File: config.mk
export PLATFORM = sky130hd
export DESIGN_NAME = quiz_round_ctrl
export DESIGN_NICKNAME = d
export VERILOG_FILES = /design/src/rtl/quiz_pkg.sv /design/src/rtl/lfsr16.sv /design/src/rtl/quiz_round_ctrl.sv
export SDC_FILE = /design/constraint.sdc
export NUM_CORES = 1
export LEC_CHECK = 0
export CORE_MARGIN = 10
export CORE_UTILIZATION = 35
export CTS_BUF_LIST = sky130_fd_sc_hd__clkbuf_8
export CTS_CLUSTER_SIZE = 10
export DETAILED_ROUTE_END_ITERATION = 6
export PLACE_DENSITY = 0.65
export SETUP_SLACK_MARGIN = 0.5
export SLEW_MARGIN = 20
export SYNTH_ARGS = -nofsm -noshare
export SYNTH_HDL_FRONTEND = slang
export SYNTH_SLANG_ARGS = --single-unit
File: constraint.sdc
create_clock -name clk -period 6 [get_ports clk]
set_clock_uncertainty 0.2 [all_clocks]
set_input_delay 1.8 -clock clk [delete_from_list [all_inputs] [get_ports clk]]
set_output_delay 1.8 -clock clk [all_outputs]
set_load 0.05 [all_outputs]
File: src/rtl/quiz_pkg.sv
// quiz_pkg: shared types and constants for the quiz round controller.
//   state_t   - controller FSM states
//   OP_*      - operator codes shown on the display
//   LFSR_TAPS - feedback mask for the 16-bit Fibonacci LFSR (taps 16,14,13,11)
//   eval_draw - decodes one LFSR sample into a candidate equation
package quiz_pkg;

    typedef enum logic [2:0] {
        S_IDLE,
        S_GEN,
        S_SHOW,
        S_CHECK,
        S_FEEDBACK,
        S_DONE
    } state_t;

    localparam logic [2:0]  OP_ADD = 3'd0;
    localparam logic [2:0]  OP_SUB = 3'd1;
    localparam logic [2:0]  OP_MUL = 3'd2;
    localparam logic [2:0]  OP_DIV = 3'd3;
    localparam logic [2:0]  OP_EQ  = 3'd5;

    // Bits 15,13,12,10 of the shift register are XORed into bit 0.
    localparam logic [15:0] LFSR_TAPS = 16'hB400;

    typedef struct packed {
        logic       ok;
        logic [2:0] op;
        logic [9:0] n1;
        logic [9:0] n2;
        logic [6:0] ans;
    } draw_t;

    // One draw per LFSR sample; ok=0 means the sample is rejected and GEN
    // simply tries again on the next cycle.
    function automatic draw_t eval_draw(input logic [15:0] q);
        draw_t      d;
        logic [7:0] sum;
        logic [6:0] a7;
        logic [6:0] b7;
        logic [3:0] a4;
        logic [3:0] b4;
        a7  = q[8:2];
        b7  = q[15:9];
        a4  = q[5:2];
        b4  = q[9:6];
        sum = {1'b0, a7} + {1'b0, b7};
        d   = '0;
        case (q[1:0])
            2'd0: begin
                d.ok  = (sum <= 8'd99);
                d.op  = OP_ADD;
                d.n1  = {3'b0, a7};
                d.n2  = {3'b0, b7};
                d.ans = sum[6:0];
            end
            2'd1: begin
                d.ok  = (a7 <= 7'd99) && (b7 <= a7);
                d.op  = OP_SUB;
                d.n1  = {3'b0, a7};
                d.n2  = {3'b0, b7};
                d.ans = a7 - b7;
            end
            2'd2: begin
                d.ok  = (a4 <= 4'd9) && (b4 <= 4'd9);
                d.op  = OP_MUL;
                d.n1  = {6'b0, a4};
                d.n2  = {6'b0, b4};
                d.ans = {3'b0, a4} * {3'b0, b4};
            end
            default: begin
                // Divide is built backwards from divisor and quotient so it
                // never leaves a remainder.
                d.ok  = (a4 != 4'd0) && (a4 <= 4'd9) && (b4 <= 4'd9);
                d.op  = OP_DIV;
                d.n1  = {6'b0, a4} * {6'b0, b4};
                d.n2  = {6'b0, a4};
                d.ans = {3'b0, b4};
            end
        endcase
        return d;
    endfunction

endpackage

File: src/rtl/lfsr16.sv
// lfsr16: free-running 16-bit Fibonacci LFSR, advances every clock.
//   clk   - clock
//   reset - async active-high, loads SEED
//   q     - current register value
module lfsr16
    import quiz_pkg::*;
#(
    parameter logic [15:0] SEED = 16'hACE1
) (
    input  logic        clk,
    input  logic        reset,
    output logic [15:0] q
);

    logic [15:0] r_q;
    logic        w_fb;

    assign w_fb = ^(r_q & LFSR_TAPS);
    assign q    = r_q;

    always_ff @(posedge clk or posedge reset) begin
        if (reset) r_q <= SEED;
        else       r_q <= {r_q[14:0], w_fb};
    end

endmodule

File: src/rtl/quiz_round_ctrl.sv
// quiz_round_ctrl: arithmetic quiz game controller.
//   start/frame_tick/digit_valid/digit/enter - game and keypad inputs
//   num1/num2/operator  - equation on display
//   entry/entry_cnt     - typed answer and digit count
//   time_left/score/round_idx - game status
//   correct_pulse/wrong_pulse - one-cycle verdicts; busy/game_over - status
module quiz_round_ctrl
    import quiz_pkg::*;
#(
    parameter int          NUM_ROUNDS = 10,
    parameter int          TIME_LIMIT = 600,
    parameter int          FB_FRAMES  = 60,
    parameter logic [15:0] SEED       = 16'hACE1
) (
    input  logic       clk,
    input  logic       reset,
    input  logic       start,
    input  logic       frame_tick,
    input  logic       digit_valid,
    input  logic [3:0] digit,
    input  logic       enter,
    output logic [9:0] num1,
    output logic [9:0] num2,
    output logic [2:0] operator,
    output logic [9:0] entry,
    output logic [1:0] entry_cnt,
    output logic [9:0] time_left,
    output logic [3:0] score,
    output logic [3:0] round_idx,
    output logic       correct_pulse,
    output logic       wrong_pulse,
    output logic       busy,
    output logic       game_over
);

    localparam logic [3:0] LAST_ROUND = 4'(NUM_ROUNDS);
    localparam logic [9:0] TL_LOAD    = 10'(TIME_LIMIT);
    localparam logic [9:0] FB_LAST    = 10'(FB_FRAMES - 1);

    state_t      r_state, w_next;
    logic [9:0]  r_num1, r_num2, r_entry, r_tl, r_fb;
    logic [2:0]  r_op;
    logic [6:0]  r_ans;
    logic [1:0]  r_cnt;
    logic [3:0]  r_score, r_round;
    logic        r_to;
    logic [15:0] w_lfsr;
    draw_t       w_draw;
    logic        w_enter_ok, w_digit_ok, w_timeout, w_match, w_fb_done;

    lfsr16 #(.SEED(SEED)) u_lfsr (.clk(clk), .reset(reset), .q(w_lfsr));

    assign w_draw     = eval_draw(w_lfsr);
    assign w_enter_ok = (r_state == S_SHOW) && enter && (r_cnt != 2'd0);
    // Any enter drops a same-cycle digit, even one that is itself ignored.
    assign w_digit_ok = (r_state == S_SHOW) && digit_valid && !enter &&
                        (r_cnt < 2'd2) && (digit <= 4'd9);
    // An accepted enter wins over the tick that would expire the timer.
    assign w_timeout  = (r_state == S_SHOW) && frame_tick && !w_enter_ok &&
                        (r_tl == 10'd1);
    assign w_match    = (r_entry == {3'b0, r_ans});
    assign w_fb_done  = (r_state == S_FEEDBACK) && frame_tick && (r_fb == FB_LAST);

    always_ff @(posedge clk or posedge reset) begin
        if (reset) r_state <= S_IDLE;
        else       r_state <= w_next;
    end

    always_comb begin
        w_next = r_state;
        case (r_state)
            S_IDLE:     if (start) w_next = S_GEN;
            S_GEN:      if (w_draw.ok) w_next = S_SHOW;
            S_SHOW:     if (w_enter_ok) w_next = S_CHECK;
                        else if (w_timeout) w_next = S_FEEDBACK;
            S_CHECK:    w_next = S_FEEDBACK;
            S_FEEDBACK: if (w_fb_done) w_next = (r_round == LAST_ROUND) ? S_DONE : S_GEN;
            S_DONE:     if (start) w_next = S_GEN;
            default:    w_next = S_IDLE;
        endcase
    end

    always_comb begin
        busy          = (r_state != S_IDLE) && (r_state != S_DONE);
        game_over     = (r_state == S_DONE);
        correct_pulse = (r_state == S_CHECK) && w_match;
        // Timeout verdict is registered so it lines up with FEEDBACK entry.
        wrong_pulse   = ((r_state == S_CHECK) && !w_match) || r_to;
    end

    always_ff @(posedge clk or posedge reset) begin
        if (reset) begin
            r_num1  <= '0;
            r_num2  <= '0;
            r_op    <= '0;
            r_ans   <= '0;
            r_entry <= '0;
            r_cnt   <= '0;
            r_tl    <= '0;
            r_score <= '0;
            r_round <= '0;
            r_fb    <= '0;
            r_to    <= 1'b0;
        end else begin
            r_to <= w_timeout;
            if (((r_state == S_IDLE) || (r_state == S_DONE)) && start) begin
                r_score <= '0;
                r_round <= '0;
            end
            if ((r_state == S_GEN) && w_draw.ok) begin
                r_num1  <= w_draw.n1;
                r_num2  <= w_draw.n2;
                r_op    <= w_draw.op;
                r_ans   <= w_draw.ans;
                r_entry <= '0;
                r_cnt   <= '0;
                r_tl    <= TL_LOAD;
            end
            if (w_digit_ok) begin
                r_entry <= r_entry * 10'd10 + {6'b0, digit};
                r_cnt   <= r_cnt + 2'd1;
            end
            if ((r_state == S_SHOW) && frame_tick && !w_enter_ok)
                r_tl <= r_tl - 10'd1;
            // A timed-out question still uses up its round.
            if (w_timeout)
                r_round <= r_round + 4'd1;
            if (r_state == S_CHECK) begin
                if (w_match) r_score <= r_score + 4'd1;
                r_round <= r_round + 4'd1;
            end
            if (r_state != S_FEEDBACK) r_fb <= '0;
            else if (frame_tick)       r_fb <= r_fb + 10'd1;
        end
    end

    assign num1      = r_num1;
    assign num2      = r_num2;
    assign operator  = r_op;
    assign entry     = r_entry;
    assign entry_cnt = r_cnt;
    assign time_left = r_tl;
    assign score     = r_score;
    assign round_idx = r_round;

endmodule

### After elaboration in Yosys (flattened, before gate mapping)

Index checks and enable logic that the tools add are counted.

* bits in registers: 90
* bits in latches: 0
* RAM bits: 0
* ROM bits: 0
* bits of input ports: 10
* memories kept: 0

* add/subtract/negate cells: 8
* multiply operators: 3
* div/mod/pow operators: 0
* magnitude comparators: 7
* equal/unequal tests: 17
* shift operators: 0
* muxes and demuxes: 22
* bitwise operators: 0
* reductions and logical operators: 37

Operators with widths (number)
* 31-bit case mux with 3 select lines: 1
* 10-bit 2-to-1 mux: 6
* 4-bit 2-to-1 mux: 6
* 1-bit logical AND: 20
* 3-bit 2-to-1 mux: 6
* 16-bit XOR reduction: 1
* 3-bit case mux with 5 select lines: 1
* 4-bit less-or-equal comparator, second input constant: 3
* 10-bit by 1-bit adder with 10-bit output, second input constant: 1
* 10-bit by 4-bit adder with 10-bit output: 1
* 10-bit by 1-bit == test with 1-bit output, second input constant: 1
* 10-bit by 6-bit == test with 1-bit output, second input constant: 1
* 10-bit by 7-bit == test with 1-bit output: 1
* 10-bit by 3-bit multiplier with 9-bit output, second input constant: 1
* 10-bit by 1-bit subtractor with 10-bit output, second input constant: 1
* 3-bit != test, second input constant: 3
* 4-bit by 1-bit adder with 4-bit output, second input constant: 2
* 7-bit by 7-bit adder with 8-bit output: 1
* 8-bit by 7-bit less-or-equal comparator with 1-bit output, second input constant: 1
* 4-bit by 4-bit multiplier with 8-bit output: 1
* 2-bit nonzero test: 4
* 7-bit less-or-equal comparator: 1
* 7-bit less-or-equal comparator, second input constant: 1
* 4-bit by 4-bit multiplier with 7-bit output: 1
* 20 further kinds: 28

### Depth between registers and ports, before layout

Gate-level depths: netlist (run 1).

* word-level depth: 9
* gate-level depth with buffers: 13
* gate-level depth less buffers: 13

### By module

From an unflattened synthesis (run 1), not the netlist that was laid out.

* cells, all modules: 556
* area, all modules: 5572.8 um2

By module, submodules not included
* quiz_round_ctrl: times used 1, cells each 536, area each 5132.4 um2, sequential area each 1701.6 um2
* lfsr16: times used 1, cells each 20, area each 440.4 um2, sequential area each 410.4 um2

### Worst setup path after synthesis (run 1)

Ideal clock, no wire load.

* kind: reg2out
* start: reg r_entry[3], in the netlist entry[3]
* end: out correct_pulse
* arrival time: 2.350 ns
* data required time: 4.000 ns
* path slack: 1.650 ns
* cell stages (with the launch flop): 4
* cells stage by stage: dfrtp_1 xnor2_1 nand4_1 nor3_1

* word-level cells in the longest chain between the ends: 2

RTL lines
* start: declaration: line quiz_round_ctrl.sv:41 `logic [9:0] r_num1, r_num2, r_entry, r_tl, r_fb;`
* start signal: assignment: line quiz_round_ctrl.sv:120 `r_entry <= r_entry * 10'd10 + {6'b0, digit};`
* 10-bit by 7-bit == test with 1-bit output: line quiz_round_ctrl.sv:61 `assign w_match = (r_entry == {3'b0, r_ans});`
* 1-bit logical AND: line quiz_round_ctrl.sv:86 `correct_pulse = (r_state == S_CHECK) && w_match;`
* end: declaration: line quiz_round_ctrl.sv:30 `output logic correct_pulse,`

No other way between the ends.

### Worst setup path after layout (run 1)

* start: reg r_entry[7], in the netlist entry[7]
* end: out correct_pulse

The elaborated chain is that of the path after synthesis.

==> results.sh, run 1 <==
export IMPL_cts_root_buf="clkbuf_8"
export IMPL_h_tree_depth=3
export IMPL_synth_warnings=0
export IMPL_rsz0062_at_grt="no"
export IMPL_hp_class="reg -> reg"
export IMPL_ys_flop_type="dfrtp_1"
export IMPL_synth_seq_cells=84
export IMPL_syn_inst=570
export IMPL_nets=688
export IMPL_criticalPathCategory="reg -> out"
export IMPL_postCtsHoldBufs=0
export IMPL_ctsLongestPathBuffers=2
export IMPL_vdd_drop_max_mv=0.197
export IMPL_arrival_ps=2810
export IMPL_required_ps=4000
export IMPL_design_die_area_sq_mm=0.0213
export IMPL_relSlewSlack_pct=37.4
export IMPL_globalplace_congestion=0.855
export IMPL_ys_seq_area_share_pct=38.1
export IMPL_cts_reportedPaths_clkPinSlew_ps=100
export IMPL_slew_viol_final=0
export IMPL_synth_top_family_by_area="simple AND/OR/NAND/NOR gates"
export IMPL_final_util_pct=42.4
export IMPL_chipWidth_um=146
export IMPL_setup_ws_ps=1190
export IMPL_worst_pin_slew_ps=938
export IMPL_postLayoutCellArea_sq_mm=0.00651
export IMPL_r2r_end="r_ans[6]"
export IMPL_finalHoldViolations=0
export IMPL_io_buffers=60
export IMPL_syn_to_final_growth_pct=17.5
export IMPL_synthSimpleGateAreaFrac_pct=16.5
export IMPL_post_place_ws_ps=1610
export IMPL_fmax_mhz=208
export IMPL_drt_iter0_markers=254
export IMPL_timing_hold_ws_ps=206
export IMPL_routed_wirelength_um=13200
export IMPL_cp_slowest_cell="clkdlybuf4s50_1"
export IMPL_drv_cap=0
export IMPL_diodes=0
export IMPL_initial_core_util_pct=36.1
export IMPL_yosysUniqueCellTypes=61
export IMPL_synth_fa_ha_area_share_pct=13.5
export IMPL_r2r_cells=12
export IMPL_drive_gt1_share_pct=9.08
export IMPL_worstPathCellList="nor3_1 -> nand4_1 -> nor3_1 -> clkdlybuf4s50_1"
export IMPL_status="complete, no violations"
export IMPL_grt_pass1_vias=4283
export IMPL_via_per_inst=5.09
export IMPL_ctsResizeCount=0
export IMPL_antenna_found_initial=0
export IMPL_r2r_start="u_lfsr.q[8]"
export IMPL_placed_area_sq_mm=0.00631
export IMPL_dp_hpwl_um=9990
export IMPL_synth_edf_count=0
export IMPL_core_sq_mm=0.0154
export IMPL_cts_sinks=84
export IMPL_grt_pass1_wl_um=22100
export IMPL_crit_path_start_kind="flop"
export IMPL_worstSetupEndpoint="correct_pulse"
export IMPL_end_kind="output pin"
export IMPL_synth_mux_area_share_pct=7.61
export IMPL_synthArstFlopShare_pct=100
export IMPL_post_cts_buffers=0
export IMPL_setup_tns_ps=0
export IMPL_drc_errors=0
export IMPL_grt_max_degree=56
export IMPL_setup_viol_count_final=0
export IMPL_period_needed_ps=4810
export IMPL_syn_area_per_cell_sq_um=9.73
export IMPL_drt_first_pass_iters=5
export IMPL_cts_tree="built"
export IMPL_regToRegSetupSlack_ps=1970
export IMPL_cts_buffers=9
export IMPL_pwr_density_cell_mw_per_mm2=300
export IMPL_overflow=0
export IMPL_grt_usage_pct=12.5
export IMPL_wl_per_cell_um=15.8
export IMPL_vias=4273
export IMPL_netlist_area_sq_mm=0.00554
export IMPL_finalCritPeriodShare_pct=80.2
export IMPL_rows=45
export IMPL_ant_nets=0
export IMPL_startpoint="entry[7]"
export IMPL_p_leak_nw=2.89
export IMPL_synth_compound_area_share_pct=12.6
export IMPL_die_y_um=146
export IMPL_clkLatencyLatePin_ps=390
export IMPL_synth_xor_area_share_pct=6.88
export IMPL_max_stage_delay_ps=940
export IMPL_crit_path_frequent_cell="nor3_1"
export IMPL_crit_fanout=6
export IMPL_num_io_pins=67
export IMPL_fill_cells=1488
-- per-layer routing --
| layer | GRT usage, % | up-vias | part of all wire, % |
|---|---|---|---|
| met2 | 19.9 | 99 | 47 |
| li1 | - | 2096 | - |
| met1 | 16.0 | 2067 | 46 |
| met4 | 2.98 | 0 | 0.98 |
| met5 | 0 | - | 0 |
| met3 | 3.79 | 11 | 5.7 |
-- flip-flops by register name, summed over array words and instances (netlist names), 4 cells and up --
| name | count |
|---|---|
| r_ans | 7 |
| num1 | 8 |
| score | 4 |
| r_fb | 10 |
| num2 | 7 |
| time_left | 10 |
| u_lfsr.q | 16 |
| round_idx | 4 |
| entry | 10 |
-- final cells by class --
cell class	count	area [sq um]	share of cell area, %
sequential	84	2110	32.4
timing repair buffer	62	616	9.45
clock inverter	7	82.6	1.27
multi-input combinational	433	3190	49.0
clock buffer	9	124	1.90
tap	211	264	4.05
inverter	33	125	1.92
-- cells in the mapped netlist, drive strengths merged (2+ instances only) --
cell type  instances  area [sq um]
nor3              10          50.1
dfstp              8           210
nor2b             12          75.1
nand2             53           199
dfrtp             76          1900
o311a              2          20.0
nand3b             4          30.0
o21a               4          30.0
nor3b              6          45.0
nor2              43           161
nand4             11          68.8
and2              12          75.1
nor4               2          12.5
or4                2          15.0
buf               13          91.3
clkbuf            12          45.0
xnor2             29           254
fa                 8           160
xor2              12           105
ha                47           588
o21ai             31           159
mux2              25           289
o21bai             6          45.0
o22ai             15          93.8
a31oi              2          12.5
nand2b             6          37.5
mux2i             11           110
o2111ai            2          17.5
inv               33           124
a21o               6          45.0
o211ai             2          15.0
and3               9          56.3
a221oi             2          23.8
a311o              4          40.0
a21oi             22           110
nand3              7          35.0
or3                5          31.3
-- power by group --
| part | switching [mW] | total [mW] | internal (mW) |
|---|---|---|---|
| logic | 0.518 | 0.814 | 0.296 |
| clock network | 0.237 | 0.437 | 0.200 |
| registers | 0.0822 | 0.703 | 0.621 |
-- cells by family after synthesis --
kind of cell	after synthesis
and+or+nand+nor	185
AOI/OAI and AO/OA	108
DFF	84
buffers and inverters	58
adders and majority gates	55
xor gates and xnor gates	42
muxes	37
other	1
-- worst max-delay path, delay by kind of cell (launching register included) --
| family | cells | cell delay [ps] |
|---|---|---|
| DFF | 1 | 430 |
| and+or+nand+nor | 3 | 1050 |
| buffers and inverters | 1 | 940 |
-- cells in the final DEF (no fill, tap or decap), types with 4 or more instances in the layout --
| cell type | n |
|---|---|
| dfrtp_1 | 76 |
| clkdlybuf4s50_1 | 60 |
| nand2_1 | 53 |
| ha_1 | 47 |
| nor2_1 | 43 |
| inv_1 | 31 |
| xnor2_1 | 29 |
| o21ai_0 | 29 |
| mux2_2 | 23 |
| a21oi_1 | 22 |
| o22ai_1 | 15 |
| nor2b_1 | 12 |
| and2_1 | 12 |
| xor2_1 | 12 |
| nand4_1 | 11 |
| mux2i_1 | 11 |
| nor3_1 | 10 |
| and3_1 | 9 |
| clkbuf_8 | 9 |
| fa_1 | 8 |
| dfstp_2 | 8 |
| nand3_1 | 7 |
| nor3b_1 | 6 |
| nand2b_1 | 6 |
| o21bai_1 | 6 |
| a21o_1 | 6 |
| conb_1 | 6 |
| or3_1 | 5 |
| nand3b_1 | 4 |
| o21a_1 | 4 |
| a311o_1 | 4 |
-- worst min-delay path by stage --
stage | startpoint | to | slack, ps | depth (start not counted)
finish | u_lfsr.q[14] | u_lfsr.q[15] | 210 | 0
global route | u_lfsr.q[14] | u_lfsr.q[15] | 230 | 0
CTS | u_lfsr.q[14] | u_lfsr.q[15] | 210 | 0
detailed placement | u_lfsr.q[14] | u_lfsr.q[15] | 190 | 0
global placement | u_lfsr.q[14] | u_lfsr.q[15] | 190 | 0
floorplan | u_lfsr.q[14] | u_lfsr.q[15] | 180 | 0
-- metrics by stage --
stage | total power [mW] | std cells
3_5_place_dp | 1.53 | 823
3_3_place_gp | 1.51 | 823
4_1_cts | 1.98 | 839
5_1_grt | 2.07 | 839
6_report | 1.95 | 839
2_1_floorplan | 1.31 | 575
Note: power is estimated with default switching activity, not from simulation.
==> run 2: changes to the inputs <==
Settings changed: PLACE_DENSITY 0.65 to 0.67.
Clock period 6 ns to 4 ns, I/O delays scaled along.
==> run 2 against run 1 <==
- worst hold slack better by 22 ps
- clock power rose by 35%
- wire length rose by 5.2%
- cell area up 2.8%
- non-clock buffer count increased by 20
- setup slack worse by 640 ps
- cell count is 2.4% higher
- combinational power increased by 51%
- critical path type is now reg -> reg
- largest cell class unchanged
- highest routed layer unchanged
==> results.sh, run 2 (same netlist as run 1, synthesis figures left out) <==
export IMPL_placed_area_sq_mm=0.00641
export IMPL_core_sq_mm=0.0154
export IMPL_chipWidth_um=146
export IMPL_layout_common_cells="dfrtp_1 (75), clkdlybuf4s50_1 (57), nand2_1 (53)"
export IMPL_crit_fanout=2
export IMPL_pwr_density_cell_mw_per_mm2=430
export IMPL_grt_usage_pct=13.0
export IMPL_stdcell_count=859
export IMPL_path_depth=11
export IMPL_cts_root_buf="clkbuf_8"
export IMPL_drt_first_pass_iters=5
export IMPL_grt_pass1_vias=4336
export IMPL_rsz0062_at_grt="yes"
export IMPL_final_util_pct=43.5
export IMPL_clkLatencyLatePin_ps=380
export IMPL_drive_gt1_share_pct=14.0
export IMPL_worstPathCellList="and2_4 -> fa_1 -> fa_2 -> fa_2 -> a21o_1 -> a21oi_2 -> xor2_2 -> nor2_1 -> a221oi_1 -> nand2_1 -> mux2_4"
export IMPL_place_inst=834
export IMPL_ctsLongestPathBuffers=2
export IMPL_relSlewSlack_pct=48.6
export IMPL_r2r_cells=11
export IMPL_slew_viol_final=0
export IMPL_vdd_drop_max_mv=0.247
export IMPL_fmax_mhz=289
export IMPL_criticalPathCategory="reg -> reg"
export IMPL_wl_per_cell_um=16.2
export IMPL_finalHoldViolations=0
export IMPL_finalCritPeriodShare_pct=86.4
export IMPL_via_per_inst=5.15
export IMPL_crit_path_frequent_cell="fa_2"
export IMPL_hold_path_depth=0
export IMPL_fill_cells=1481
export IMPL_io_buffers=60
export IMPL_overflow=0
export IMPL_cts_reportedPaths_clkPinSlew_ps=100
export IMPL_end_kind="flop"
export IMPL_ant_nets=0
export IMPL_routed_wirelength_um=13900
export IMPL_vias=4428
export IMPL_period_needed_ps=3460
export IMPL_layout_commonest_cell="dfrtp_1"
export IMPL_globalplace_congestion=0.900
export IMPL_crit_path_start_kind="flop"
export IMPL_drv_cap=0
export IMPL_largest_register_ff_count=16
export IMPL_grt_max_degree=35
export IMPL_required_ps=4070
export IMPL_grt_pass1_wl_um=23000
export IMPL_status="complete, no violations"
export IMPL_cts_buffers=9
export IMPL_worst_pin_slew_ps=770
export IMPL_dp_hpwl_um=10400
export IMPL_cp_slowest_cell="fa_1"
export IMPL_antenna_found_initial=0
export IMPL_cpLargestDelayFamily="adder cells"
export IMPL_total_power_mw=2.88
export IMPL_postCtsHoldBufs=0
export IMPL_cts_sinks=84
export IMPL_setup_viol_count_final=0
export IMPL_drt_iter0_markers=336
export IMPL_drc_errors=0
export IMPL_cts_tree="built"
export IMPL_arrival_ps=3530
export IMPL_diodes=0
export IMPL_nets=708
export IMPL_initial_core_util_pct=36.1
export IMPL_num_io_pins=67
export IMPL_design_die_area_sq_mm=0.0213
export IMPL_h_tree_depth=3
export IMPL_syn_to_final_growth_pct=20.7
export IMPL_setup_tns_ps=0
export IMPL_postLayoutCellArea_sq_mm=0.00669
export IMPL_p_leak_nw=2.99
export IMPL_die_y_um=146
export IMPL_max_stage_delay_ps=570
export IMPL_hp_class="reg -> reg"
export IMPL_critical_path_buf_inv_count=0
export IMPL_rows=45
[run 2: area by class of cell]
class                   instances  area (sq um)  area share [%]
multi-input cells             433          3230            48.3
inverters                      33           128            1.91
well taps                     211           264            3.94
clock inverters                 7          58.8           0.879
flip-flops and latches         84          2110            31.6
repair buffers                 82           774            11.6
clock buffers                   9           124            1.85
[run 2: repair_timing]
item / CTS / global route
gates cloned: 0 / 0
endpoints found under the setup margin: 5 / 5
resized for setup: 8 / 11
pin swaps: 3 / 10
buffers inserted: 2 / 7
[run 2: worst paths after layout]
path | from | end | slack [ps]
max | u_lfsr.q[4] | r_ans[6] | 540
min | u_lfsr.q[11] | u_lfsr.q[12] | 230
max reg2reg | u_lfsr.q[4] | r_ans[6] | 540
min reg2reg | u_lfsr.q[11] | u_lfsr.q[12] | 230
max in group asynchronous | reset | time_left[8] | 1840
min in group asynchronous | reset | num2[6] | 1110
[run 2: report_power, final]
| part | switching [mW] | internal (mW) | total (mW) |
|---|---|---|---|
| Sequential | 0.133 | 0.931 | 1.06 |
| Clock | 0.354 | 0.235 | 0.590 |
| Combinational | 0.773 | 0.455 | 1.23 |
[run 2: per-stage QoR]
| stage | hold WS [ps] | setup WS, ps |
|---|---|---|
| after floorplan | 178 | 391 |
| after global placement | 216 | 282 |
| after detailed placement | 216 | 208 |
| after CTS | 225 | 402 |
| after global routing | 236 | 462 |
| final | 228 | 544 |
[run 2: per-layer routing]
metal / global-route usage, % / routed length, um / up-vias
met5: 0 / 0 / -
met4: 4.10 / 221 / 0
met3: 3.20 / 921 / 24
met2: 20.8 / 6490 / 156
met1: 16.8 / 6300 / 2116
li1: - / - / 2132
==> run 3: changes to the inputs <==
Settings changed: GPL_ROUTABILITY_DRIVEN set to 0.
==> run 3 against run 2 <==
- combinational power barely moved
- worst hold slack barely moved
- sequential share of layout area barely moved
- setup slack improved by 24 ps
- first-iteration DRC count rose by 0.89%
- global-route usage barely moved
- via count fell by 1.2%
- non-clock buffer count fell by 8
- total power rose by 4.7%
- die area did not move
- sequential power barely moved
==> results.sh, run 3 (same netlist as run 1, synthesis figures left out) <==
export IMPL_cp_slowest_cell="fa_1"
export IMPL_design_die_area_sq_mm=0.0213
export IMPL_place_inst=832
export IMPL_cts_reportedPaths_clkPinSlew_ps=100
export IMPL_initial_core_util_pct=36.1
export IMPL_critical_path_buf_inv_count=0
export IMPL_wl_met2_um=6440
export IMPL_via_per_inst=5.14
export IMPL_placed_area_sq_mm=0.00640
export IMPL_setup_tns_ps=0
export IMPL_crit_path_frequent_cell="fa_1"
export IMPL_drt_iter0_markers=339
export IMPL_ctsLongestPathBuffers=2
export IMPL_overflow=0
export IMPL_ant_nets=0
export IMPL_grt_usage_pct=13.0
export IMPL_crit_fanout=4
export IMPL_worst_pin_slew_ps=799
export IMPL_relSlewSlack_pct=46.6
export IMPL_vdd_drop_max_mv=0.214
export IMPL_rsz0062_at_grt="yes"
export IMPL_layout_common_cells="dfrtp_1 (76), clkdlybuf4s50_1 (57), nand2_1 (53)"
export IMPL_wl_met3_um=814
export IMPL_hp_class="reg -> reg"
export IMPL_fill_cells=1467
export IMPL_drv_cap=0
export IMPL_status="complete, no violations"
export IMPL_drc_errors=0
export IMPL_vias=4375
export IMPL_top_layer="met4"
export IMPL_drt_first_pass_iters=4
export IMPL_rows=45
export IMPL_max_stage_delay_ps=560
export IMPL_wl_per_cell_um=16.2
export IMPL_grt_pass1_wl_um=22900
export IMPL_total_power_mw=3.02
export IMPL_nets=700
export IMPL_pwr_density_cell_mw_per_mm2=451
export IMPL_cts_tree="built"
export IMPL_layout_commonest_cell="dfrtp_1"
export IMPL_antenna_found_initial=0
export IMPL_routed_wirelength_um=13700
export IMPL_p_leak_nw=2.97
export IMPL_h_tree_depth=3
export IMPL_io_buffers=60
export IMPL_cts_root_buf="clkbuf_8"
export IMPL_cpLargestDelayFamily="adder cells"
export IMPL_cts_buffers=9
export IMPL_worstPathCellList="ha_4 -> fa_1 -> fa_1 -> fa_2 -> a21o_1 -> a21oi_2 -> xor2_2 -> nor2_1 -> a221oi_2 -> nand2_1 -> mux2_4"
export IMPL_core_sq_mm=0.0154
export IMPL_finalCritPeriodShare_pct=85.8
export IMPL_die_y_um=146
export IMPL_postCtsHoldBufs=0
export IMPL_r2r_cells=11
export IMPL_cts_sinks=84
export IMPL_grt_pass1_vias=4400
export IMPL_postLayoutCellArea_sq_mm=0.00669
export IMPL_slew_viol_final=0
export IMPL_drive_gt1_share_pct=12.8
export IMPL_diodes=0
export IMPL_required_ps=4080
export IMPL_criticalPathCategory="reg -> reg"
export IMPL_regToRegSetupSlack_ps=570
export IMPL_arrival_ps=3510
export IMPL_stdcell_count=851
export IMPL_syn_to_final_growth_pct=20.6
export IMPL_hold_end="u_lfsr.q[12]"
export IMPL_largest_register_ff_count=16
export IMPL_clkLatencyLatePin_ps=380
export IMPL_r2r_start="u_lfsr.q[2]"
export IMPL_wl_met1_um=6310
export IMPL_r2r_end="r_ans[6]"
export IMPL_fmax_mhz=291
export IMPL_finalHoldViolations=0
export IMPL_dp_hpwl_um=10200
export IMPL_crit_path_start_kind="flop"
export IMPL_num_io_pins=67
export IMPL_chipWidth_um=146
export IMPL_setup_ws_ps=569
export IMPL_setup_viol_count_final=0
export IMPL_post_place_ws_ps=218
export IMPL_hold_start="u_lfsr.q[11]"
export IMPL_grt_max_degree=85
export IMPL_end_kind="flop"
export IMPL_period_needed_ps=3430
export IMPL_hold_path_depth=0
==> run 3: cell types whose count changed in the layout (fill, tap and decap cells not counted), sizes merged <==
cell	before	now
dlygate4sd2	0	1
bufinv	0	2
clkinv	3	1
clkbuf	11	12
buf	22	14
inv	35	34
dlymetal6s2s	1	0
==> run 3: final cells by class <==
cell class / instances / area, sq um / area share (%)
timing repair buffer: 74 / 711 / 10.6
clock inverter: 6 / 93.8 / 1.40
tap: 211 / 264 / 3.95
inverter: 33 / 128 / 1.91
sequential: 84 / 2110 / 31.6
multi-input combinational: 433 / 3240 / 48.5
clock buffer: 10 / 138 / 2.06
==> run 3: worst max-delay path by stage <==
stage	from	end	slack, ps	cells past startpoint
after floorplan	u_lfsr.q[3]	r_ans[6]	390	12
after global placement	u_lfsr.q[2]	r_ans[6]	310	11
after detailed placement	u_lfsr.q[2]	r_ans[6]	220	11
after CTS	entry[7]	correct_pulse	390	4
after global routing	u_lfsr.q[7]	r_ans[6]	370	14
final	u_lfsr.q[2]	r_ans[6]	570	11
==> run 3: worst reg2reg max path: cells and delay by family, from the launching register on <==
family                     cells  cell delay [ps]
and+or+nand+nor                2              150
muxes                          1              250
AOI/OAI and AO/OA              3              550
DFF                            1              420
xor gates and xnor gates       1              200
adders and majority gates      4             1590
==> run 3: metal layers <==
metal / GRT usage [%] / vias up
li1: - / 2122
met3: 3.94 / 14
met1: 16.3 / 2124
met5: 0 / -
met4: 3.54 / 0
met2: 21.0 / 115
==> run 3: repair_timing <==
item	CTS	global route
setup buffers	3	0
setup endpoints to repair	6	5
resized for setup	8	10
pin swaps	3	1
==> run 3: per-stage QoR <==
stage,util (%),hold WS (ps)
after floorplan,-,178
after CTS,43.4,221
final,43.5,227
after detailed placement,41.6,215
after global placement,41.6,215
after global routing,43.5,229
==> run 3: power by group <==
group | internal, mW | switching, mW | total, mW
sequential | 0.931 | 0.138 | 1.07
clock | 0.374 | 0.332 | 0.706
combinational | 0.457 | 0.784 | 1.24
